`src/rtl/hack_fetch_pkg.sv`:
```
// Shared types and constants for the hack_fetch instruction fetch unit.
// Optional ROM timeout monitor is enabled by defining HACK_FETCH_TIMEOUT_EN.
package hack_fetch_pkg;

    localparam int WORD_W = 16;
    localparam logic [7:0] TIMEOUT_LIMIT = 8'd255;

    typedef enum logic [1:0] {
        IDLE = 2'd0,
        REQ  = 2'd1,
        HOLD = 2'd2
    } fetch_state_e;

endpackage

```
`src/rtl/hack_fetch_if.sv`:
```
// Fetch-unit bus: PC handshake, ROM read port and decoder-side instruction port.
// master = fetch unit, slave = PC/ROM/decoder environment.
interface hack_fetch_if;
    import hack_fetch_pkg::*;

    logic [WORD_W-1:0] pc_in;
    logic              pc_inc;
    logic              flush;
    logic              rom_req;
    logic [WORD_W-1:0] rom_addr;
    logic              rom_ack;
    logic [WORD_W-1:0] rom_data;
    logic [WORD_W-1:0] instr;
    logic [WORD_W-1:0] instr_pc;
    logic              instr_valid;
    logic              instr_ready;
    logic              rom_timeout;

    modport master (
        input  pc_in, flush, rom_ack, rom_data, instr_ready,
        output pc_inc, rom_req, rom_addr, instr, instr_pc, instr_valid, rom_timeout
    );

    modport slave (
        output pc_in, flush, rom_ack, rom_data, instr_ready,
        input  pc_inc, rom_req, rom_addr, instr, instr_pc, instr_valid, rom_timeout
    );

endinterface

```
`src/rtl/hack_fetch_timeout.sv`:
```
// fetch_timeout: saturating wait counter for an outstanding ROM read.
// Sets a sticky flag once the request has waited TIMEOUT_LIMIT cycles; cleared only by reset.
module fetch_timeout
    import hack_fetch_pkg::*;
(
    input  logic clk,
    input  logic reset,
    input  logic start,
    input  logic busy,
    input  logic ack,
    output logic timeout
);

    logic [7:0] cnt_q, cnt_d;
    logic       timeout_q, timeout_d;

    always_comb begin
        cnt_d = cnt_q;
        if (start) begin
            cnt_d = 8'd0;
        end else if (busy && !ack && (cnt_q != TIMEOUT_LIMIT)) begin
            cnt_d = cnt_q + 8'd1;
        end
        timeout_d = timeout_q | (cnt_d == TIMEOUT_LIMIT);
    end

    always_ff @(posedge clk or posedge reset) begin
        if (reset) begin
            cnt_q     <= 8'd0;
            timeout_q <= 1'b0;
        end else begin
            cnt_q     <= cnt_d;
            timeout_q <= timeout_d;
        end
    end

    assign timeout = timeout_q;

endmodule

```
`src/rtl/hack_fetch.sv`:
```
// hack_fetch: single-outstanding ROM instruction fetch FSM (IDLE -> REQ -> HOLD).
// Define HACK_FETCH_TIMEOUT_EN to add the sticky rom_timeout monitor.
module hack_fetch
    import hack_fetch_pkg::*;
(
    input  logic         clk,
    input  logic         reset,
    hack_fetch_if.master bus
);

    fetch_state_e      state_q, state_d;
    logic [WORD_W-1:0] addr_q, addr_d;
    logic [WORD_W-1:0] instr_q, instr_d;
    logic [WORD_W-1:0] instr_pc_q, instr_pc_d;

    always_ff @(posedge clk or posedge reset) begin
        if (reset) begin
            state_q    <= IDLE;
            addr_q     <= '0;
            instr_q    <= '0;
            instr_pc_q <= '0;
        end else begin
            state_q    <= state_d;
            addr_q     <= addr_d;
            instr_q    <= instr_d;
            instr_pc_q <= instr_pc_d;
        end
    end

    // flush outranks ack/ready; the PC reloads on the flush edge, so re-sample from IDLE
    always_comb begin
        state_d    = state_q;
        addr_d     = addr_q;
        instr_d    = instr_q;
        instr_pc_d = instr_pc_q;
        if (bus.flush) begin
            state_d = IDLE;
        end else begin
            unique case (state_q)
                IDLE: begin
                    state_d = REQ;
                    addr_d  = bus.pc_in;
                end
                REQ: begin
                    if (bus.rom_ack) begin
                        instr_d    = bus.rom_data;
                        instr_pc_d = addr_q;
                        state_d    = HOLD;
                    end
                end
                HOLD: begin
                    if (bus.instr_ready) begin
                        state_d = REQ;
                        addr_d  = bus.pc_in;
                    end
                end
                default: state_d = IDLE;
            endcase
        end
    end

    assign bus.rom_req     = (state_q == REQ);
    assign bus.rom_addr    = addr_q;
    assign bus.pc_inc      = (state_q == REQ) & bus.rom_ack & ~bus.flush;
    assign bus.instr_valid = (state_q == HOLD);
    assign bus.instr       = instr_q;
    assign bus.instr_pc    = instr_pc_q;

`ifdef HACK_FETCH_TIMEOUT_EN
    logic to_start;
    logic to_busy;

    assign to_start = (state_d == REQ) && (state_q != REQ);
    assign to_busy  = (state_q == REQ);

    fetch_timeout u_timeout (
        .clk     (clk),
        .reset   (reset),
        .start   (to_start),
        .busy    (to_busy),
        .ack     (bus.rom_ack),
        .timeout (bus.rom_timeout)
    );
`else
    assign bus.rom_timeout = 1'b0;
`endif

endmodule

```
`src/flat_wrapper.sv`:
```
// flat-port wrapper written by rule: the top's interface ports become plain ports
module hack_fetch_flat import hack_fetch_pkg::*;
  (clk, reset, bus_pc_in, bus_flush, bus_rom_ack, bus_rom_data, bus_instr_ready, bus_pc_inc, bus_rom_req, bus_rom_addr, bus_instr, bus_instr_pc, bus_instr_valid, bus_rom_timeout);
  hack_fetch_if bus_i ();
  input  logic clk;
  input  logic reset;
  input wire logic [$bits(bus_i.pc_in)-1:0] bus_pc_in;
  input wire logic [$bits(bus_i.flush)-1:0] bus_flush;
  input wire logic [$bits(bus_i.rom_ack)-1:0] bus_rom_ack;
  input wire logic [$bits(bus_i.rom_data)-1:0] bus_rom_data;
  input wire logic [$bits(bus_i.instr_ready)-1:0] bus_instr_ready;
  output wire logic [$bits(bus_i.pc_inc)-1:0] bus_pc_inc;
  output wire logic [$bits(bus_i.rom_req)-1:0] bus_rom_req;
  output wire logic [$bits(bus_i.rom_addr)-1:0] bus_rom_addr;
  output wire logic [$bits(bus_i.instr)-1:0] bus_instr;
  output wire logic [$bits(bus_i.instr_pc)-1:0] bus_instr_pc;
  output wire logic [$bits(bus_i.instr_valid)-1:0] bus_instr_valid;
  output wire logic [$bits(bus_i.rom_timeout)-1:0] bus_rom_timeout;
  assign bus_i.pc_in = bus_pc_in;
  assign bus_i.flush = bus_flush;
  assign bus_i.rom_ack = bus_rom_ack;
  assign bus_i.rom_data = bus_rom_data;
  assign bus_i.instr_ready = bus_instr_ready;
  assign bus_pc_inc = bus_i.pc_inc;
  assign bus_rom_req = bus_i.rom_req;
  assign bus_rom_addr = bus_i.rom_addr;
  assign bus_instr = bus_i.instr;
  assign bus_instr_pc = bus_i.instr_pc;
  assign bus_instr_valid = bus_i.instr_valid;
  assign bus_rom_timeout = bus_i.rom_timeout;
  hack_fetch u_core (.clk(clk), .reset(reset), .bus(bus_i));
endmodule
```
`config.mk`:
```
export PLATFORM = sky130hd
export DESIGN_NAME = hack_fetch_flat
export DESIGN_NICKNAME = d
export VERILOG_FILES = /design/src/rtl/hack_fetch_pkg.sv /design/src/rtl/hack_fetch_if.sv /design/src/rtl/hack_fetch_timeout.sv /design/src/rtl/hack_fetch.sv /design/src/flat_wrapper.sv
export SDC_FILE = /design/constraint.sdc
export NUM_CORES = 1
export LEC_CHECK = 0
export CORE_MARGIN = 2
export CORE_UTILIZATION = 38
export DETAILED_ROUTE_END_ITERATION = 8
export PLACE_DENSITY = 0.74
export SETUP_SLACK_MARGIN = 0.2
export SLEW_MARGIN = 25
export SYNTH_ARGS = -nofsm -noshare
export SYNTH_HDL_FRONTEND = slang
export SYNTH_SLANG_ARGS = --single-unit
export TNS_END_PERCENT = 20
```
`constraint.sdc`:
```
create_clock -name clk -period 4.3 [get_ports clk]
set_clock_uncertainty 0.05 [all_clocks]
set_input_delay 1.075 -clock clk [delete_from_list [all_inputs] [get_ports clk]]
set_output_delay 1.075 -clock clk [all_outputs]
set_load 0.005 [all_outputs]
```
==> key figures, run 1 <==
Status
  – Status: finished, final reports clean

Power
  – Leakage power figure: approximately 1.3 nW
  – Peak ir drop on the vdd network: approximately 0.29 mV
  – Total Power: ~1.4 mW
  – Power per cell area: 476.3 nW/um^2

Worst hold path
  – Worst min-delay path category: register to register

Synthesis
  – Most repeated cell in the gate-level netlist after synthesis: dfrtp_1
  – Synth top cells by count: dfrtp_1 (50), mux2_1 (35), mux2_4 (10)
  – Count of warnings emitted by yosys: 0
  – Share of synthesized area occupied by flip-flops and latches: 0.6329
  – Post-synthesis cell type with the largest combined area: dfrtp_1
  – Share of Yosys cell area claimed by the top area cell type: 0.6329
  – Async S/R FF share, synth: 1.000
  – Synth Flop Type: dfrtp_1
  – Number of flops mapped to enable cells by yosys: 0
  – Synthesized area per cell: about 17 um^2
  – Mapped Cells: 117
  – Synthesized flop and latch total: 50
  – Nets in the synthesized netlist: ~150
  – Synthesized area: ~2000 um^2
  – Leading cell types by total area after synthesis: dfrtp_1 (63%), mux2_1 (20%), mux2_4 (7.6%)
  – Yosys cell types: 15

Worst setup path
  – Critical path startpoint category: input pin
  – Critical path required time: approximately 3.2 ns
  – Critical path capture point type: output port
  – Crit Path Class: input pin to output port
  – Data arrival time of the critical path: between 2 and 2.5 ns
  – Critical-path maximum fanout: 4

Final layout
  – Fin area: 2985 um^2
  – Layout area overhead: 51.01%
  – Number of diodes added for antenna fixing: 0
  – Combined flip-flop and latch cell area: 1251 um^2
  – Area used by multi-input combinational logic: 646.9 um^2
  – Fin nets: ~240
  – Filler cell count in the final layout: between 400 and 500
  – Ratio of cells with drive above 1 in the final layout: 0.1122

Floorplan
  – Die outline height: between 70 and 80 um
  – Top-level port count: between 80 and 90
  – FP Rows: 26
  – Core ar.: 5075 um^2
  – Starting density of the core: 0.3895
  – Die area: about 5800 um^2
  – Die Wd: 76.13 um

Clock tree
  – Clock root cell: clkbuf_8
  – Clock transition time at the flip-flop clock pins of the worst setup and hold paths: about 0.09 ns
  – Hold-fix buffers, CTS: 0
  – Post-CTS resize count: 0
  – Clk sinks: 50
  – Clock insertion delay at the later pin of the skew report: 0.30 ns
  – Number of buffers on the longest clock path: 2
  – H-tree level count: 2
  – Post-CTS repair timing setup buffer count: 0
  – Number of CTS-inserted buffers: 5
  – CTS tree: yes

Timing
  – Worst hold slack across all endpoints: 0.4381 ns
  – Maximum clock frequency: just under 0.3 GHz
  – Post-route clock period utilization: 0.8036
  – Slew at the pin with the worst max-slew slack: between 0.9 and 1 ns
  – Number of endpoints with negative hold slack in the final report: 0
  – Slew Viols, Final: 0
  – Final Critical Period: 3.455 ns
  – Post-layout worst setup margin: ~0.84 ns
  – Aggregate negative setup slack: 0 ns
  – Number of setup violations in the final report: 0
  – Setup repair after global routing missed its margin: false
  – Worst relative slew slack: 0.3913

Detailed routing
  – Drt first pass iters: 2
  – DRC violation count after routing: 0
  – Remaining number of nets flagged by the antenna check after routing: 0
  – Total wirelength of the detailed-routed design: 4.073 mm
  – Number of design-rule violations left by the first detailed-router iteration: 24
  – Via count: 1253
  – Routed vias/inst: about 4.6
  – Final routed wire length divided by cell count: between 10 and 15 um

Place
  – Gp weighted congestion: between 0.7 and 0.8
  – Minimum setup slack after placement: between 0.8 and 0.9 ns
  – Number of buffer cells added on primary ports: 87
  – Post-detail-place hpwl: 3.033 mm
  – Total placed instance area: 2872 um^2

Flow run
  – Max-cap violations: 0

Global routing
  – Overflow left after global routing: 0
  – Combined global-route utilization of all metal layers: 0.1477
  – Largest net degree at the start of global routing: 51
  – Initial antenna violation count: 0
  – First-pass GRT wire length: between 6 and 7 mm
  – Vias in the first global route: 1352
[stage by stage]
step | utilization | std cells
finish | 0.5883 | 275
detailed placement | 0.5658 | 268
global placement | 0.5658 | 268
global route | 0.5883 | 275
CTS | 0.5880 | 275
floorplan | - | 117
[worst paths after layout]
check / slack (ns) / start / to / cells after the start
max: 0.84 / bus_flush / bus_pc_inc / 3
min: 0.44 / u_core.bus.instr[14] / u_core.bus.instr[14] / 1
max reg2reg: 2.41 / u_core.state_q[1] / u_core.bus.rom_addr[14] / 3
min reg2reg: 0.44 / u_core.bus.instr[14] / u_core.bus.instr[14] / 1
max in group asynchronous: 2.51 / reset / u_core.bus.instr_pc[15] / 2
min in group asynchronous: 1.20 / reset / u_core.bus.instr[2] / 2
[layout by cell type (no fill, tap or decap)]
master,instances
mux2_1,35
mux2_4,10
conb_1,1
a22oi_1,1
clkinv_2,1
dfrtp_1,50
o22a_1,1
inv_1,1
nor2b_1,2
bufinv_16,1
or3_1,1
nor2b_4,1
clkbuf_8,6
clkdlybuf4s50_1,87
buf_4,1
mux2_2,3
nor2_1,2
and3b_1,1
[logic make-up (layout without fill, tap and decap cells)]
group / after synthesis / in the layout / synth area share
DFF: 50 / 50 / 0.6329
and+or+nand+nor: 7 / 7 / 0.02469
other: 1 / 1 / 0.001897
buffers and inverters: 9 / 97 / 0.03987
AOI/OAI and AO/OA: 2 / 2 / 0.008230
muxes: 48 / 48 / 0.2924
[registers in the layout, summed over array words and instances, names as in the netlist]
name and flops:
u_core.bus.instr 16, u_core.state_q 2, u_core.bus.instr_pc 16, u_core.bus.rom_addr 16
[final cells by class]
| class | instances | share of cell area |
|---|---|---|
| Clock buffer | 6 | 0.02766 |
| Sequential cell | 50 | 0.4191 |
| Multi-Input combinational cell | 58 | 0.2167 |
| Tap cell | 70 | 0.02934 |
| Inverter | 2 | 0.002934 |
| Clock inverter | 1 | 0.01006 |
| Timing Repair Buffer | 88 | 0.2942 |
[worst max-delay path, cell delays in order]
cell,delay (ns)
clkdlybuf4s50_1,0.46
and3b_1,0.27
clkdlybuf4s50_1,0.52
[where the power goes]
group          switching (mW)  total, mW  leakage (nW)  internal, mW
Sequential             0.0668      0.658         0.594         0.591
Clock                   0.145      0.331        0.0573         0.186
Combinational           0.121      0.433         0.629         0.312
Total                   0.333       1.42          1.28          1.09
[per-layer routing]
metal  part of all wire  vias up  GRT usage
met4              0.018        0    0.04545
li1                   -      575          -
met5                  0        -          0
met1               0.39      623     0.1702
met2               0.52       47     0.2571
met3              0.071        8    0.05450
Power figures use the tool's default switching activity.
==> inputs of run 2 (changes only) <==
Clock period 4.3 ns to 3.26 ns, I/O delays scaled along.
==> key figures, run 2 (synthesis results as in run 1) <==
Status
  – Status: finished, final reports clean

Place
  – Number of buffer cells added on primary ports: between 80 and 90
  – Gp weighted congestion: 0.7114
  – Total instance count after detailed placement: 270

Worst setup path
  – Critical path startpoint category: input pin
  – Number of cell instances on the worst register-to-register path: 4
  – Worst setup path start: bus_flush
  – Critical path required time: approximately 2.4 ns
  – Flop-to-flop setup slack: around 1.4 ns
  – Critical-path maximum fanout: 4
  – Critical path capture point type: output port
  – Data arrival time of the critical path: ~2.1 ns
  – Startpoint of the worst register-to-register path: u_core.state_q[0]
  – Worst flop-to-flop path endpoint: u_core.bus.instr[2]
  – Crit Path Class: input pin to output port

Global routing
  – Vias in the first global route: around 1400
  – Largest net degree at the start of global routing: 33
  – Initial antenna violation count: 0
  – Overflow left after global routing: 0
  – First-pass GRT wire length: 7.107 mm
  – Combined global-route utilization of all metal layers: 0.1546

Timing
  – Number of endpoints with negative hold slack in the final report: 0
  – Maximum clock frequency: between 0.3 and 0.4 GHz
  – Setup repair after global routing missed its margin: false
  – Aggregate negative setup slack: 0 ns
  – Slew Viols, Final: 0
  – Number of setup violations in the final report: 0
  – Worst hold slack across all endpoints: 0.4387 ns
  – Final Critical Period: 2.939 ns
  – Post-route clock period utilization: 0.9015

Flow run
  – Max-cap violations: 0

Floorplan
  – Core ar.: approximately 5000 um^2
  – FP Rows: 26
  – Die Wd: about 76 um
  – Starting density of the core: 0.3895
  – Top-level port count: 89
  – Die outline height: about 76 um
  – Die area: around 5800 um^2

Detailed routing
  – Via count: about 1300
  – Routed vias/inst: 4.628
  – Number of design-rule violations left by the first detailed-router iteration: 37
  – Total wirelength of the detailed-routed design: ~4.3 mm
  – DRC violation count after routing: 0
  – Remaining number of nets flagged by the antenna check after routing: 0
  – Final routed wire length divided by cell count: roughly 15 um
  – Drt first pass iters: 3

Final layout
  – Filler cell count in the final layout: 419
  – Ratio of cells with drive above 1 in the final layout: 0.1208
  – Combined flip-flop and latch cell area: about 1300 um^2
  – Number of diodes added for antenna fixing: 0
  – Fin nets: between 200 and 250
  – Area used by multi-input combinational logic: about 650 um^2
  – Most used cells in the layout excluding fill and tap cells: clkdlybuf4s50_1 (87), dfrtp_1 (50), mux2_1 (35)
  – Layout area overhead: 51.71%
  – Most frequent standard cell in the layout excluding fill and tap cells: clkdlybuf4s50_1
  – Number of non-filler instances in the completed layout: approximately 280

Clock tree
  – Hold-fix buffers, CTS: 0
  – CTS tree: yes
  – Clock transition time at the flip-flop clock pins of the worst setup and hold paths: 0.08 ns
  – Number of buffers on the longest clock path: 2
  – Clock root cell: clkbuf_8
  – Post-CTS resize count: 0
  – H-tree level count: 2
  – Clock insertion delay at the later pin of the skew report: around 0.29 ns
  – Clk sinks: 50
  – Number of CTS-inserted buffers: 5
  – Post-CTS repair timing setup buffer count: 0

Worst hold path
  – HP Start: u_core.bus.instr[7]
  – Number of cells on the worst hold path: 1
  – Worst min-delay path category: register to register
  – Endpoint with the worst hold slack: u_core.bus.instr[7]

Power
  – Peak ir drop on the vdd network: ~0.36 mV
  – Leakage power figure: between 1 and 1.5 nW
  – Switching part of the total power: 0.2324
  – Switching power of the nets: 0.4352 mW
  – Internal Power: 1.437 mW
  – Part of the power in the clock network: 0.230
  – Portion of total power attributed to combinational logic: 0.305
  – Power per cell area: 624.4 nW/um^2
  – Sequential share of power: 0.464
run 2: cell count changes in the layout (fill, tap and decap cells not counted):
cell / change
buf_4: +2
clkinv_2: -1
inv_2: +1
run 2: worst max path at each step:
stage | end | cells past startpoint
4_1_cts | bus_pc_inc | 3
6_report | bus_pc_inc | 3
3_5_place_dp | bus_pc_inc | 3
5_1_grt | bus_pc_inc | 3
3_3_place_gp | bus_pc_inc | 3
2_1_floorplan | bus_pc_inc | 3
run 2: stage by stage:
stage | worst slack (ns) | area, um^2 | utilization | total power, mW
2_1_floorplan | 1.121 | 1977 | - | 1.049
3_3_place_gp | 0.3269 | 2887 | 0.5688 | 1.439
3_5_place_dp | 0.2999 | 2887 | 0.5688 | 1.468
4_1_cts | 0.3013 | 2999 | 0.5910 | 1.904
5_1_grt | 0.2726 | 2999 | 0.5910 | 1.981
6_report | 0.3210 | 2999 | 0.5910 | 1.873
run 2: cell type report:
cell class              instances  area share
inverters                       2    0.002503
flip-flops and latches         50      0.4172
well taps                      70     0.02920
clock inverters                 1     0.01001
multi-input cells              58      0.2157
repair buffers                 90      0.2979
clock buffers                   6     0.02753
run 2: critical path, cell delays in order:
cell	delay, ns
clkdlybuf4s50_1	0.46
and3b_1	0.28
clkdlybuf4s50_1	0.52
run 2: metal layers:
layer	track usage	up-vias	part of all wire
li1	-	587	-
met1	0.1731	645	0.38
met2	0.2857	46	0.54
met3	0.05569	4	0.070
met4	0.02727	0	0.0040
met5	0	-	0
run 2: power by group through the flow:
| stage | logic [mW] | registers (mW) | clock network (mW) |
|---|---|---|---|
| finish | 0.572 | 0.870 | 0.431 |
| global route | 0.612 | 0.895 | 0.474 |
| CTS | 0.586 | 0.874 | 0.443 |
| detailed placement | 0.583 | 0.886 | 0 |
| global placement | 0.568 | 0.870 | 0 |
| floorplan | 0.165 | 0.885 | 0 |
==> inputs of run 3 (changes only) <==
--- a/constraint.sdc
+++ b/constraint.sdc
@@ -4,2 +4,2 @@
 set_output_delay 0.815 -clock clk [all_outputs]
-set_load 0.005 [all_outputs]
+set_load 0.1 [all_outputs]
==> key figures, run 3 (synthesis results as in run 1) <==
Timing
  – Aggregate negative setup slack: 0 ns
  – Number of setup violations in the final report: 0
  – Worst relative slew slack: 0.4392
  – Post-route clock period utilization: 0.8252
  – Maximum clock frequency: 0.3717 GHz
  – Slew at the pin with the worst max-slew slack: 0.8412 ns
  – Slew Viols, Final: 0
  – Setup repair after global routing missed its margin: false
  – Final Critical Period: approximately 2.7 ns
  – Number of endpoints with negative hold slack in the final report: 0

Worst hold path
  – HP Start: u_core.bus.instr[14]
  – Worst min-delay path category: register to register

Detailed routing
  – Number of design-rule violations left by the first detailed-router iteration: 60
  – Routed length on met1: ~1.6 mm
  – Total wirelength of the detailed-routed design: between 4 and 5 mm
  – DRC violation count after routing: 0
  – Via count: ~1300
  – Met2 WL: ~2.3 mm
  – Remaining number of nets flagged by the antenna check after routing: 0
  – Drt first pass iters: 4
  – Routed vias/inst: 4.632
  – Final routed wire length divided by cell count: ~16 um
  – Met3 Routed Length: about 300 um
  – Highest metal layer with signal wires: met4

Floorplan
  – Starting density of the core: 0.3895
  – Die outline height: between 70 and 80 um
  – Die area: 5795 um^2
  – Die Wd: between 70 and 80 um
  – Top-level port count: slightly below 90
  – FP Rows: 26
  – Core ar.: between 5000 and 6000 um^2

Final layout
  – Combined flip-flop and latch cell area: about 1300 um^2
  – Number of diodes added for antenna fixing: 0
  – Fin nets: 243
  – Layout area overhead: 44.56%
  – Ratio of cells with drive above 1 in the final layout: 0.3671
  – Most used cells in the layout excluding fill and tap cells: buf_4 (52), dfrtp_1 (50), clkdlybuf4s50_1 (36)
  – Filler cell count in the final layout: about 440
  – Most frequent standard cell in the layout excluding fill and tap cells: buf_4
  – Area used by multi-input combinational logic: 649.4 um^2

Global routing
  – First-pass GRT wire length: between 7 and 8 mm
  – Overflow left after global routing: 0
  – Largest net degree at the start of global routing: 34
  – Vias in the first global route: 1409
  – Combined global-route utilization of all metal layers: 0.1576
  – Initial antenna violation count: 0

Clock tree
  – Clk sinks: 50
  – Number of CTS-inserted buffers: 5
  – Clock root cell: clkbuf_8
  – Hold-fix buffers, CTS: 0
  – Number of buffers on the longest clock path: 2
  – CTS tree: yes
  – Post-CTS resize count: 0
  – Clock transition time at the flip-flop clock pins of the worst setup and hold paths: 0.09 ns
  – Post-CTS repair timing setup buffer count: 0
  – H-tree level count: 2
  – Clock insertion delay at the later pin of the skew report: roughly 0.29 ns

Place
  – Gp weighted congestion: 0.7321
  – Number of buffer cells added on primary ports: 87
  – Post-detail-place hpwl: approximately 3.4 mm

Worst setup path
  – Critical path, cell by cell: clkdlybuf4s50_1, and3b_1, buf_12
  – Critical path capture point type: output port
  – Critical path required time: about 2.4 ns
  – Data arrival time of the critical path: between 1.5 and 2 ns
  – Startpoint of the worst register-to-register path: u_core.state_q[0]
  – Critical path buffers and inverters: 2
  – Worst setup path start: bus_flush
  – Critical-path maximum fanout: 4
  – Worst-path cell with the longest stage delay: clkdlybuf4s50_1
  – Crit Path Class: input pin to output port
  – Top cell family by delay on the critical path: buffers and inverters
  – Highest cell delay on the worst timing path: 0.46 ns
  – Critical path startpoint category: input pin

Flow run
  – Max-cap violations: 0

Status
  – Status: finished, final reports clean
-- run 3: final timing paths --
kind                                                end  slack, ns  cells past startpoint
worst max-delay path                         bus_pc_inc       0.57                      3
worst min-delay path               u_core.bus.instr[14]       0.44                      1
worst max register to register   u_core.bus.instr_pc[9]       1.38                      4
worst min register to register     u_core.bus.instr[14]       0.44                      1
max in group asynchronous       u_core.bus.rom_addr[15]       1.64                      3
min in group asynchronous          u_core.bus.instr[15]       0.77                      2
-- run 3: routing by layer --
metal | vias up | track usage
met5 | - | 0
met4 | 0 | 0.02909
met3 | 7 | 0.06161
met2 | 53 | 0.2875
met1 | 646 | 0.1760
li1 | 577 | -
-- run 3: cell type report --
class / count / share of cell area
Clock inverter: 1 / 0.001751
Tap cell: 70 / 0.03065
Sequential cell: 50 / 0.4378
Clock buffer: 7 / 0.03021
Multi-Input combinational cell: 58 / 0.2272
Timing Repair Buffer: 89 / 0.2697
Inverter: 2 / 0.002627
-- run 3: per-stage QoR --
step | util | std cells | hold slack, ns | worst slack, ns | cell area (um^2)
5_1_grt | 0.5631 | 277 | 0.4664 | 0.5260 | 2858
3_3_place_gp | 0.5451 | 269 | 0.4180 | 0.5924 | 2766
2_1_floorplan | - | 117 | 0.5025 | 0.4802 | 1979
4_1_cts | 0.5631 | 277 | 0.4455 | 0.5666 | 2858
3_5_place_dp | 0.5451 | 269 | 0.4260 | 0.5539 | 2766
6_report | 0.5631 | 277 | 0.4400 | 0.5700 | 2858
-- run 3: worst reg2reg max path, stage by stage (launching register included) --
cell	delay [ns]
dfrtp_1	0.41
nor2b_2	0.21
and3b_1	0.29
buf_4	0.42
mux2_1	0.39
Power of run 3 is left out: the tool's default activity adds up to more than one toggle a clock period on the data nets, which glitch-free logic cannot reach.
